--- src/rtl/pipelined_cla_subtractor.sv ---
// pipelined_cla_subtractor: diff = a - b - borrow_in over 4-bit CLA slices, one register per slice; ports clk/rst_n, in_valid/in_ready/a/b/borrow_in, out_valid/out_ready/diff/borrow_out/overflow
module pipelined_cla_subtractor #(
  parameter int DATA_WIDTH = 16
) (
  input  logic                  clk,
  input  logic                  rst_n,
  input  logic                  in_valid,
  output logic                  in_ready,
  input  logic [DATA_WIDTH-1:0] a,
  input  logic [DATA_WIDTH-1:0] b,
  input  logic                  borrow_in,
  output logic                  out_valid,
  input  logic                  out_ready,
  output logic [DATA_WIDTH-1:0] diff,
  output logic                  borrow_out,
  output logic                  overflow
);
  localparam int NUM_STAGES = DATA_WIDTH / 4;
  logic                  v_q  [NUM_STAGES];
  logic                  c_q  [NUM_STAGES];
  logic                  c3_q [NUM_STAGES];
  logic [DATA_WIDTH-1:0] s_q  [NUM_STAGES];
  logic [DATA_WIDTH-1:0] y_q  [NUM_STAGES];
  logic                  adv;
  function automatic logic [5:0] cla4(input logic [3:0] u, input logic [3:0] w, input logic ci);
    logic [3:0] p, g, c;
    logic       c4;
    p    = u ^ w;
    g    = u & w;
    c[0] = ci;
    c[1] = g[0] | (p[0] & ci);
    c[2] = g[1] | (p[1] & g[0]) | (p[1] & p[0] & ci);
    c[3] = g[2] | (p[2] & g[1]) | (p[2] & p[1] & g[0]) | (p[2] & p[1] & p[0] & ci);
    c4   = g[3] | (p[3] & g[2]) | (p[3] & p[2] & g[1]) | (p[3] & p[2] & p[1] & g[0])
         | (p[3] & p[2] & p[1] & p[0] & ci);
    return {c4, c[3], p ^ c};
  endfunction
  assign adv        = out_ready | ~v_q[NUM_STAGES-1];
  assign in_ready   = adv;
  assign out_valid  = v_q[NUM_STAGES-1];
  assign diff       = s_q[NUM_STAGES-1];
  assign borrow_out = v_q[NUM_STAGES-1] & ~c_q[NUM_STAGES-1];
  assign overflow   = c3_q[NUM_STAGES-1] ^ c_q[NUM_STAGES-1];
  for (genvar k = 0; k < NUM_STAGES; k++) begin : g_st
    logic [DATA_WIDTH-1:0] x, y, sn;
    logic                  ci, vi;
    logic [5:0]            r;
    if (k == 0) begin : g_in
      assign x  = a;
      assign y  = ~b;
      assign ci = ~borrow_in;
      assign vi = in_valid;
    end else begin : g_mid
      assign x  = s_q[k-1];
      assign y  = y_q[k-1];
      assign ci = c_q[k-1];
      assign vi = v_q[k-1];
    end
    assign r = cla4(x[4*k+:4], y[4*k+:4], ci);
    always_comb begin
      sn         = x;
      sn[4*k+:4] = r[3:0];
    end
    always_ff @(posedge clk or negedge rst_n)
      if (!rst_n) begin
        v_q[k]  <= 1'b0;
        c_q[k]  <= 1'b0;
        c3_q[k] <= 1'b0;
        s_q[k]  <= '0;
        y_q[k]  <= '0;
      end else if (adv) begin
        v_q[k]  <= vi;
        c_q[k]  <= r[5];
        c3_q[k] <= r[4];
        s_q[k]  <= sn;
        y_q[k]  <= y;
      end
  end
endmodule

--- config.mk ---
export PLATFORM = sky130hd
export DESIGN_NAME = pipelined_cla_subtractor
export DESIGN_NICKNAME = d
export VERILOG_FILES = /design/src/rtl/pipelined_cla_subtractor.sv
export SDC_FILE = /design/constraint.sdc
export NUM_CORES = 1
export LEC_CHECK = 0
export CORE_ASPECT_RATIO = 1.4
export CORE_UTILIZATION = 58
export CTS_CLUSTER_SIZE = 28
export DETAILED_ROUTE_END_ITERATION = 7
export GPL_ROUTABILITY_DRIVEN = 0
export PLACE_DENSITY = 0.87
export SYNTH_ARGS = -nofsm -noshare
export SYNTH_HDL_FRONTEND = slang
export SYNTH_SLANG_ARGS = --single-unit
--- constraint.sdc ---
create_clock -name clk -period 3.08 [get_ports clk]
set_input_delay 0.462 -clock clk [delete_from_list [all_inputs] [get_ports clk]]
set_output_delay 0.462 -clock clk [all_outputs]
set_load 0.005 [all_outputs]
# ---- After elaboration in Yosys (flattened, before gate mapping)
# Cells that the tools add are included.
dict set report totals {
  regBits 121
  in_bits 37
  out_inout_bits 20
  word_cells 139
}
dict set report classes {
  bitwise_logic 123
}
# op count
set op_table {}
lappend op_table {{$and A1 B1 Y1} 65}
lappend op_table {{$or A1 B1 Y1} 41}
lappend op_table {{$xor A4 B4 Y4} 8}
lappend op_table {{$and A4 B4 Y4} 4}
lappend op_table {{$not A16 Y16} 1}
lappend op_table {{$not A1 Y1} 3}
lappend op_table {{$xor A1 B1 Y1} 1}

# ---- Logic depth before layout (Yosys ltp)
# Gate-level depths: netlist (run 1).
dict set report depth {
  ltp_word 7
  depth_mapped 6
  ltp_nobuf 6
}

# ---- Worst setup path after synthesis (run 1)
# OpenSTA, ideal clock, no wires.
dict set report synth_timing {
  path_type {in2reg}
  start {input b[0]}
  end {register c_q, in the netlist g_st[1].ci}
  setup_ns 0.124
  t_arrival_ns 1.509
  required_time_ns 2.956
  path_slack_ns 1.448
  path_stages 6
  n_path_buf 0
  path_cell_list {inv_1 -> ha_1 -> nor2b_4 -> o31a_1 -> o21a_1 -> o31a_1}
}
dict set report synth_between {
  elab_chain_len 5
  elab_cells_between_ends 8
  classes_between {8 x bitwise}
}
# item line_no
set synth_lines {}
lappend synth_lines {{start, declared} 10} ;# input logic [DATA_WIDTH-1:0] b,
lappend synth_lines {{$not A16 Y16 (*)} 50} ;# assign y = ~b;
lappend synth_lines {{$and A4 B4 Y4 / $xor A4 B4 Y4 (equally long branches)} {29, 28}}
lappend synth_lines {{$and A1 B1 Y1 (on tied branches)} {34, 35}}
lappend synth_lines {{$or A1 B1 Y1 / $and A1 B1 Y1 (equally long branches)} {34, 35}}
lappend synth_lines {{$or A1 B1 Y1 (*)} 35} ;# | (p[3] & p[2] & p[1] & p[0] & ci);
lappend synth_lines {{end signal, assigned by index} 73} ;# c_q[k] <= r[5];
lappend synth_lines {{end, declared} 20} ;# logic c_q [NUM_STAGES];
# Every way passes the cells marked *; elsewhere a longest branch is shown, timed or not.
# A chain may end at the register's enable or synchronous reset.

# ---- Worst setup path after layout (run 1)
dict set report layout_timing {
  start {input out_ready}
  end {output in_ready}
}
dict set report layout_between {
  elab_chain_len 1
}
# item line_no
set layout_lines {}
lappend layout_lines {{start, declared} 13} ;# input logic out_ready,
lappend layout_lines {{$or A1 B1 Y1} 38} ;# assign adv = out_ready | ~v_q[NUM_STAGES-1];
lappend layout_lines {{end, declared} 8} ;# output logic in_ready,
# No other way between the ends.

==> flow_metrics.env, run 1 <==
export IMPL_io_pins=57
export IMPL_fmaxAchievable_mhz=475.3
export IMPL_areaGrowthSynthToFinish_pct=20.08
export IMPL_cts_sinks=97
export IMPL_portBuffers=56
export IMPL_finalInstanceArea_um2=4976
export IMPL_post_layout_total_power_uw=4796
export IMPL_h_tree_depth=3
export IMPL_hold_slack_ns=0.03177
export IMPL_yosysSeqAreaShare_pct=58.57
export IMPL_cts_tree="yes"
export IMPL_critical_path_class="input pin to output pin"
export IMPL_critical_path_peak_fanout=2
export IMPL_drt_pre_antenna_iters=5
export IMPL_busiest_layer="met2"
export IMPL_dp_final_hpwl_um=5017
export IMPL_timing_max_cap_violations=0
export IMPL_fraction_of_met1_tracks_used_by_global_routing_pct=27.93
export IMPL_postPlaceCellArea_um2=4768
export IMPL_count_of_flip_flops_with_a_built_in_enable_after_synthesis=0
export IMPL_most_frequent_standard_cell_in_the_layout_excluding_fill_and_tap_cells="sky130_fd_sc_hd__nand2_1"
export IMPL_core_region_area_um2=6937
export IMPL_postSynthCellCount=441
export IMPL_critical_path_startpoint_type="input pin"
export IMPL_finalNetCount=548
export IMPL_antenna_violations_before_repair=0
export IMPL_gr_usage_met3_pct=4.438
export IMPL_post_cts_resize_count=0
export IMPL_rsz_0062_raised_after_global_routing="false"
export IMPL_remaining_drc_errors=0
export IMPL_die_width_um=73.44
export IMPL_min_period_ns=2.104
export IMPL_postRouteAntennaNets=0
export IMPL_final_max_slew_viol_count=0
export IMPL_multi_input_combinational_cell_area_um2=1564
export IMPL_worst_slew_pin_slew_ns=0.7166
export IMPL_clock_tree_root_cell="sky130_fd_sc_hd__clkbuf_8"
export IMPL_routed_via_density=4.973
export IMPL_die_area_um2=7492
export IMPL_hold_viol=0
export IMPL_antenna_cells=0
export IMPL_synthFlopType="sky130_fd_sc_hd__dfrtp_1"
export IMPL_total_leakage_power_uw=0.002474
export IMPL_total_clock_buffers_created_by_cts=9
export IMPL_route_detailed_wl_per_inst_um=12.42
export IMPL_irDropWorstVdd_mv=0.8408
export IMPL_grt_overflow=0
export IMPL_start_util_pct=59.74
export IMPL_global_route_usage_met2_pct=36.98
export IMPL_first_global_vias=2843
export IMPL_fin_tns_setup_ns=0
export IMPL_power_per_cell_area_nw_per_um2=963.8
export IMPL_num_fill_cells=548
export IMPL_net_count_after_synthesis=498
export IMPL_postCtsSetupBuffers=0
export IMPL_timing_final_setup_violations=0
export IMPL_worstPathRequired_ns=2.62
export IMPL_floorplan_die_height_um=102.0
export IMPL_worst_ep_arrival_time_ns=1.64
export IMPL_grt_util_all_layers_pct=21.96
export IMPL_fin_worst_skew_ns=0.008772
export IMPL_synth_cell_area_um2=4144
export IMPL_end_kind="output pin"
export IMPL_yosysUniqueCellTypes=23
export IMPL_syn_mean_instance_area_um2=9.397
export IMPL_portion_of_the_clock_cycle_consumed_by_the_worst_path_in_the_final_layout_pct=68.31
export IMPL_grt_first_pass_wirelength_um=12390
export IMPL_worst_skew_pair_late_latency_ns=0.37
export IMPL_grt_start_max_net_pins=120
export IMPL_layout_drive_gt1_share_pct=4.637
export IMPL_holdCritPathClass="input pin to async pin"
export IMPL_synth_ff_latch_count=97
export IMPL_routed_wirelength_um=7339
export IMPL_cts_buffer_depth=2
export IMPL_cts_reportedPaths_clkPinSlew_ns=0.09
export IMPL_postCtsHoldBufs=0
export IMPL_route_vias_total=2939
export IMPL_timing_slew_headroom_pct=52.23
export IMPL_run_status="finished clean"
export IMPL_detailedRoute_firstIterationViolations=244
export IMPL_synth_async_sr_flop_share_pct=100.0
export IMPL_most_common_layout_cells="187 x sky130_fd_sc_hd__nand2_1, 97 x sky130_fd_sc_hd__dfrtp_1, 55 x sky130_fd_sc_hd__clkdlybuf4s50_1"
export IMPL_synth_warning_count=0
export IMPL_core_rowCount=36
export IMPL_sequential_cell_area_um2=2427
==> metrics by stage <==
step / setup WS, ns / std cells / utilization, %
floorplan: 1.448 / 441 / -
global placement: 0.8754 / 575 / 68.74
detailed placement: 0.8409 / 575 / 68.74
CTS: 0.9539 / 591 / 71.74
global route: 0.9227 / 591 / 71.74
finish: 0.9761 / 591 / 71.74
==> logic make-up after synthesis <==
kind of cell | share of synthesized area (%)
adder cells (fa/ha/maj) | 6.763
flip-flops | 58.57
AO/OA/AOI/OAI | 8.816
multiplexers | 0.2717
XOR/XNOR | 1.691
AND/OR/NAND/NOR | 20.02
buffers and inverters | 3.865
==> synthesized netlist by cell type, drive strengths merged (3+ instances only) <==
| cell type | instances | share of area (%) |
|---|---|---|
| nand2 | 187 | 17 |
| ha | 16 | 4.8 |
| a21oi | 26 | 3.1 |
| xor2 | 5 | 1.1 |
| nor2 | 24 | 2.2 |
| inv | 15 | 1.4 |
| o21ai | 18 | 2.2 |
| a21o | 4 | 0.72 |
| nor2b | 3 | 0.63 |
| a211oi | 7 | 1.3 |
| xnor2 | 3 | 0.63 |
| o21bai | 3 | 0.54 |
| dfrtp | 97 | 59 |
| buf | 20 | 2.4 |
| fa | 4 | 1.9 |
==> final cells by class <==
class	instances	share of cell area, %
Clock buffer	14	3.470
Inverter	15	1.157
Timing Repair Buffer	60	12.07
Tap cell	95	2.389
Multi-Input combinational cell	308	31.43
Sequential cell	97	48.78
Clock inverter	2	0.7040
==> power breakdown <==
group / internal, uW / switching [uW] / total [uW] / leakage [uW]
Clock: 442 / 409 / 851 / 0.000107
Sequential: 1830 / 298 / 2130 / 0.00115
Combinational: 866 / 948 / 1810 / 0.00122
==> state kept, by name, indices dropped and copies added (netlist names) <==
name / flops
c3_q: 1
g_st.x: 48
g_st.y: 24
g_st.ci: 3
c_q: 1
g_st.vi: 3
diff: 16
out_valid: 1
==> per-layer routing <==
layer  up-vias  wire (um)
met3        10        232
met4         0        123
met2        57       3841
met1      1380       3142
li1       1492          -
met5         -          0
==> critical path, cell delays in order <==
cell,delay (ns)
sky130_fd_sc_hd__clkdlybuf4s50_1,0.45
sky130_fd_sc_hd__nor2b_4,0.16
sky130_fd_sc_hd__clkinv_2,0.11
sky130_fd_sc_hd__clkdlybuf4s50_1,0.46
==> worst paths after layout <==
kind,from,to,slack (ns),cells past startpoint
setup / recovery,out_ready,in_ready,0.98,4
hold / removal,rst_n,g_st[1].y[10]$_DFFE_PN0P_,0.03,1
setup reg to reg,g_st[3].x[12]$_DFFE_PN0P_,c3_q[0]$_DFFE_PN0P_,1.45,4
hold reg to reg,diff[8]$_DFFE_PN0P_,diff[8]$_DFFE_PN0P_,0.47,2
max in group asynchronous,rst_n,diff[12]$_DFFE_PN0P_,2.29,2
min in group clk,diff[8]$_DFFE_PN0P_,diff[8]$_DFFE_PN0P_,0.47,2
No activity file was read; power rests on OpenSTA's default activity.
==> run 2, diff against run 1 <==
CORE_UTILIZATION = 49   (was 58)
PLACE_DENSITY = 0.78   (was 0.87)
clock period = 1.75 ns   (was 3.08 ns; I/O delays follow)
==> run 2 against run 1 <==
Sequential cell count unchanged. Setup slack got worse by 0.91 ns. Power up 84%. Via count rose by 1.9%. Register-to-register slack lost 1.3 ns. Critical path depth down 1. Routed wire length is 3.7% higher. Global-route usage is 2.4 points lower. Combinational power up 81%. Clock-buffer cell count stayed put. Clock skew down 0.0048 ns. Critical endpoint unchanged. Largest cell class unchanged. Highest routed layer unchanged.
==> flow_metrics.env, run 2 (synthesis results as in run 1) <==
export IMPL_finalInstanceArea_um2=5136
export IMPL_holdCritPathClass="input pin to register"
export IMPL_postPlaceCellArea_um2=4855
export IMPL_min_period_ns=1.681
export IMPL_worst_slew_pin_slew_ns=0.4916
export IMPL_reg2regPathDepth=4
export IMPL_h_tree_depth=3
export IMPL_met2_wirelength_um=3921
export IMPL_io_pins=57
export IMPL_timing_slew_headroom_pct=67.23
export IMPL_route_met3_wl_um=193
export IMPL_die_width_um=79.72
export IMPL_run_status="finished clean"
export IMPL_cts_sinks=97
export IMPL_grt_util_all_layers_pct=19.54
export IMPL_fin_worst_skew_ns=0.003993
export IMPL_portion_of_the_clock_cycle_consumed_by_the_worst_path_in_the_final_layout_pct=96.05
export IMPL_worst_skew_pair_late_latency_ns=0.33
export IMPL_route_detailed_wl_per_inst_um=12.58
export IMPL_end_kind="output pin"
export IMPL_detailedRoute_firstIterationViolations=169
export IMPL_rsz_0062_raised_after_global_routing="false"
export IMPL_worstPathRequired_ns=1.49
export IMPL_grt_overflow=0
export IMPL_total_clock_buffers_created_by_cts=9
export IMPL_critical_path_class="register to output pin"
export IMPL_finalNetCount=557
export IMPL_clock_tree_root_cell="sky130_fd_sc_hd__clkbuf_16"
export IMPL_die_area_um2=8834
export IMPL_post_layout_total_power_uw=8816
export IMPL_core_region_area_um2=8198
export IMPL_worst_ep_arrival_time_ns=1.42
export IMPL_power_per_cell_area_nw_per_um2=1717
export IMPL_routed_via_density=4.952
export IMPL_layout_drive_gt1_share_pct=5.567
export IMPL_cts_tree="yes"
export IMPL_start_util_pct=50.55
export IMPL_timing_rr_end="c3_q[0]$_DFFE_PN0P_"
export IMPL_routed_wirelength_um=7609
export IMPL_hold_viol=0
export IMPL_irDropWorstVdd_mv=0.7992
export IMPL_top_metal_used="met4"
export IMPL_route_vias_total=2996
export IMPL_grt_start_max_net_pins=98
export IMPL_total_leakage_power_uw=0.002546
export IMPL_critical_path_peak_fanout=3
export IMPL_final_max_slew_viol_count=0
export IMPL_num_fill_cells=680
export IMPL_fmaxAchievable_mhz=594.9
export IMPL_min_to="g_st[1].x[10]$_DFFE_PN0P_"
export IMPL_most_frequent_standard_cell_in_the_layout_excluding_fill_and_tap_cells="sky130_fd_sc_hd__nand2_1"
export IMPL_drt_pre_antenna_iters=7
export IMPL_critical_path_startpoint_type="register"
export IMPL_r2r_start="g_st[3].x[12]$_DFFE_PN0P_"
export IMPL_cts_buffer_depth=2
export IMPL_holdCritStartpoint="a[10]"
export IMPL_antenna_cells=0
export IMPL_antenna_violations_before_repair=0
export IMPL_first_global_vias=2965
export IMPL_reg2reg_slack_ns=0.15
export IMPL_timing_hold_worst_path_depth=3
export IMPL_grt_first_pass_wirelength_um=13220
export IMPL_max_reg_flops=48
export IMPL_fin_tns_setup_ns=0
export IMPL_most_common_layout_cells="187 x sky130_fd_sc_hd__nand2_1, 97 x sky130_fd_sc_hd__dfrtp_1, 55 x sky130_fd_sc_hd__clkdlybuf4s50_1"
export IMPL_met1_length_um=3261
export IMPL_timing_final_setup_violations=0
export IMPL_timing_max_cap_violations=0
export IMPL_areaGrowthSynthToFinish_pct=23.94
export IMPL_dp_final_hpwl_um=5032
export IMPL_core_rowCount=39
export IMPL_cts_reportedPaths_clkPinSlew_ns=0.06
export IMPL_remaining_drc_errors=0
export IMPL_floorplan_die_height_um=110.8
export IMPL_postRouteAntennaNets=0
export IMPL_portBuffers=56
-- run 2: changes by cell type in the layout (fill, tap and decap cells not counted) --
cell | before | now
sky130_fd_sc_hd__clkbuf_16 | 0 | 9
sky130_fd_sc_hd__bufinv_16 | 1 | 0
sky130_fd_sc_hd__clkbuf_8 | 12 | 2
sky130_fd_sc_hd__dlygate4sd3_1 | 0 | 1
sky130_fd_sc_hd__buf_12 | 1 | 3
sky130_fd_sc_hd__clkbuf_1 | 2 | 3
sky130_fd_sc_hd__clkinv_2 | 2 | 1
sky130_fd_sc_hd__buf_4 | 4 | 10
-- run 2: what timing repair did --
action,CTS,global route
endpoints found under the hold margin,34,0
setup buffers,0,1
gates resized for setup,0,0
setup endpoints to repair,0,1
hold buffers,1,0
-- run 2: critical path: stages (launching register included) --
cell and delay (ns):
sky130_fd_sc_hd__dfrtp_1 0.36, sky130_fd_sc_hd__nor2b_4 0.19, sky130_fd_sc_hd__clkinv_2 0.07, sky130_fd_sc_hd__clkdlybuf4s50_1 0.45
-- run 2: per-layer routing --
metal / global-route usage, % / vias up
met1: 24.64 / 1411
met2: 31.23 / 57
li1: - / 1511
met4: 10.79 / 0
met3: 3.704 / 17
met5: 0 / -
-- run 2: report_power, final --
group	total, uW	switching, uW	leakage [uW]	internal, uW
Clock	1750	728	0.000129	1030
Sequential	3790	553	0.00115	3240
Combinational	3270	1670	0.00127	1600
Total	8820	2950	0.00255	5860
-- run 2: through the flow --
step | hold slack, ns | utilization, % | setup WS [ns] | std cells
finish | 0.4517 | 62.65 | 0.06909 | 605
global route | 0.4663 | 62.65 | 0.003118 | 605
CTS | 0.4433 | 62.56 | 0.03961 | 604
detailed placement | 0.3538 | 59.22 | -0.2227 | 589
global placement | 0.3512 | 59.22 | -0.1969 | 589
floorplan | -0.03309 | - | 0.2989 | 441
-- run 2: how the worst max path moves through the flow --
stage | startpoint | to | depth (start not counted)
2_1_floorplan | g_st[3].x[12]$_DFFE_PN0P_ | c3_q[0]$_DFFE_PN0P_ | 4
3_3_place_gp | b[0] | g_st[1].ci$_DFFE_PN0P_ | 7
3_5_place_dp | b[0] | g_st[1].ci$_DFFE_PN0P_ | 7
4_1_cts | out_valid$_DFFE_PN0P_ | in_ready | 3
5_1_grt | out_valid$_DFFE_PN0P_ | in_ready | 3
6_report | out_valid$_DFFE_PN0P_ | in_ready | 3
-- run 2: cell type report --
type / count / area, um^2 / share of cell area [%]
Clock buffer: 14 / 264.0 / 5.140
Inverter: 15 / 57.56 / 1.121
Multi-Input combinational cell: 308 / 1564 / 30.45
Sequential cell: 97 / 2427 / 47.26
Tap cell: 102 / 127.6 / 2.485
Timing Repair Buffer: 69 / 695.7 / 13.54
==> run 3, diff against run 2 <==
MAX_ROUTING_LAYER = met4   (was unset)
==> run 3 against run 2 <==
Die area did not move. Power about the same. Critical path depth is the same. Routed wire length is 0.29% lower. Hold slack barely moved. Clock skew is 0.00065 ns lower. Via count increased by 0.47%. Final cell count is the same. Register-to-register slack hardly changed. Sequential cell count did not move. Non-clock buffer count stayed put. Largest power group unchanged.
==> flow_metrics.env, run 3 (synthesis results as in run 1) <==
export IMPL_detailedRoute_firstIterationViolations=157
export IMPL_postPlaceCellArea_um2=4855
export IMPL_holdCritStartpoint="a[10]"
export IMPL_die_width_um=79.72
export IMPL_core_region_area_um2=8198
export IMPL_holdCritPathClass="input pin to register"
export IMPL_antenna_cells=0
export IMPL_timing_rr_end="c3_q[0]$_DFFE_PN0P_"
export IMPL_cp_slowest_cell="sky130_fd_sc_hd__clkdlybuf4s50_1"
export IMPL_sequential_cell_area_um2=2427
export IMPL_grt_first_pass_wirelength_um=13210
export IMPL_end_kind="output pin"
export IMPL_reg2regPathDepth=4
export IMPL_remaining_drc_errors=0
export IMPL_min_to="g_st[1].x[10]$_DFFE_PN0P_"
export IMPL_critical_path_class="register to output pin"
export IMPL_finalCoreUtilization_pct=62.65
export IMPL_multi_input_combinational_cell_area_um2=1564
export IMPL_route_vias_total=3010
export IMPL_grt_start_max_net_pins=98
export IMPL_cts_tree="yes"
export IMPL_critical_path_max_stage_delay_ns=0.45
export IMPL_timing_max_cap_violations=0
export IMPL_h_tree_depth=3
export IMPL_fin_worst_skew_ns=0.003344
export IMPL_io_pins=57
export IMPL_total_leakage_power_uw=0.002546
export IMPL_timing_hold_worst_path_depth=3
export IMPL_min_period_ns=1.682
export IMPL_floorplan_die_height_um=110.8
export IMPL_path_cells="nor2b_4 > clkinv_2 > clkdlybuf4s50_1"
export IMPL_finalInstanceArea_um2=5136
export IMPL_grt_overflow=0
export IMPL_layout_drive_gt1_share_pct=5.567
export IMPL_most_frequent_standard_cell_in_the_layout_excluding_fill_and_tap_cells="sky130_fd_sc_hd__nand2_1"
export IMPL_num_fill_cells=680
export IMPL_routed_via_density=4.975
export IMPL_timing_slew_headroom_pct=67.33
export IMPL_clock_tree_root_cell="sky130_fd_sc_hd__clkbuf_16"
export IMPL_power_per_cell_area_nw_per_um2=1716
export IMPL_cts_reportedPaths_clkPinSlew_ns=0.06
export IMPL_die_area_um2=8834
export IMPL_core_rowCount=39
export IMPL_start_util_pct=50.55
export IMPL_drt_pre_antenna_iters=4
export IMPL_worstPathRequired_ns=1.49
export IMPL_route_detailed_wl_per_inst_um=12.54
export IMPL_dp_final_hpwl_um=5032
export IMPL_met2_wirelength_um=3896
export IMPL_total_clock_buffers_created_by_cts=9
export IMPL_top_metal_used="met4"
export IMPL_final_max_slew_viol_count=0
export IMPL_postRouteAntennaNets=0
export IMPL_first_global_vias=2960
export IMPL_areaGrowthSynthToFinish_pct=23.94
export IMPL_post_cts_resize_count=0
export IMPL_run_status="finished clean"
export IMPL_fmaxAchievable_mhz=594.5
export IMPL_cts_sinks=97
export IMPL_cts_buffer_depth=2
export IMPL_met1_length_um=3253
export IMPL_timing_final_setup_violations=0
export IMPL_critical_path_peak_fanout=3
export IMPL_max_reg_flops=48
export IMPL_rsz_0062_raised_after_global_routing="false"
export IMPL_route_met3_wl_um=202
export IMPL_grt_util_all_layers_pct=20.09
export IMPL_worst_ep_arrival_time_ns=1.42
export IMPL_worst_slew_pin_slew_ns=0.4901
export IMPL_portion_of_the_clock_cycle_consumed_by_the_worst_path_in_the_final_layout_pct=96.12
export IMPL_r2r_start="g_st[3].x[12]$_DFFE_PN0P_"
export IMPL_antenna_violations_before_repair=0
export IMPL_most_common_layout_cells="187 x sky130_fd_sc_hd__nand2_1, 97 x sky130_fd_sc_hd__dfrtp_1, 55 x sky130_fd_sc_hd__clkdlybuf4s50_1"
export IMPL_worst_skew_pair_late_latency_ns=0.34
export IMPL_critical_path_startpoint_type="register"
export IMPL_finalNetCount=557
export IMPL_hold_viol=0
export IMPL_reg2reg_slack_ns=0.15
export IMPL_portBuffers=56
export IMPL_irDropWorstVdd_mv=0.7997
export IMPL_routed_wirelength_um=7587
run 3: cell counts in the layout (fill, tap and decap cells not counted):
No cell type changed its count.
run 3: worst max-delay path by stage:
stage | slack, ns | cells past startpoint | start | to
final | 0.07 | 3 | out_valid$_DFFE_PN0P_ | in_ready
after detailed placement | -0.22 | 7 | b[0] | g_st[1].ci$_DFFE_PN0P_
after global routing | 0.003 | 3 | out_valid$_DFFE_PN0P_ | in_ready
after global placement | -0.20 | 7 | b[0] | g_st[1].ci$_DFFE_PN0P_
after CTS | 0.04 | 3 | out_valid$_DFFE_PN0P_ | in_ready
after floorplan | 0.30 | 4 | g_st[3].x[12]$_DFFE_PN0P_ | c3_q[0]$_DFFE_PN0P_
run 3: timing repair:
item,in CTS,in global routing
endpoints found under the setup margin,0,1
hold endpoints to repair,34,0
hold buffers,1,0
setup buffers,0,1
run 3: critical path, delay by kind of cell (launching register included):
kind | cells | cell delay [ns]
flops | 1 | 0.36
simple gates | 1 | 0.19
buf+inv | 2 | 0.52
run 3: power breakdown:
| group | leakage, uW | switching [uW] | internal [uW] |
|---|---|---|---|
| Clock | 0.000129 | 730 | 1030 |
| Combinational | 0.00127 | 1670 | 1600 |
| Sequential | 0.00115 | 553 | 3240 |
| Total | 0.00255 | 2960 | 5860 |
run 3: area by class of cell:
cell class,count,area share [%]
sequential,97,47.26
multi-input combinational,308,30.45
timing repair buffer,69,13.54
clock buffer,14,5.140
tap,102,2.485
inverter,15,1.121
run 3: metal layers:
metal  global-route usage [%]  vias up
met1                    24.75     1415
li1                         -     1511
met3                    3.704       19
met5                        -        -
met4                    10.79        0
met2                    31.05       65
run 3: through the flow:
| step | hold slack (ns) | setup WS [ns] | total power [uW] | TNS, ns | cells |
|---|---|---|---|---|---|
| 6_report | 0.4515 | 0.06792 | 8816 | 0 | 605 |
| 5_1_grt | 0.4663 | 0.003139 | 9533 | 0 | 605 |
| 4_1_cts | 0.4433 | 0.03961 | 8905 | 0 | 604 |
| 2_1_floorplan | -0.03309 | 0.2989 | 5818 | 0 | 441 |
| 3_5_place_dp | 0.3538 | -0.2227 | 7051 | -0.6339 | 589 |
| 3_3_place_gp | 0.3512 | -0.1969 | 6877 | -0.5142 | 589 |
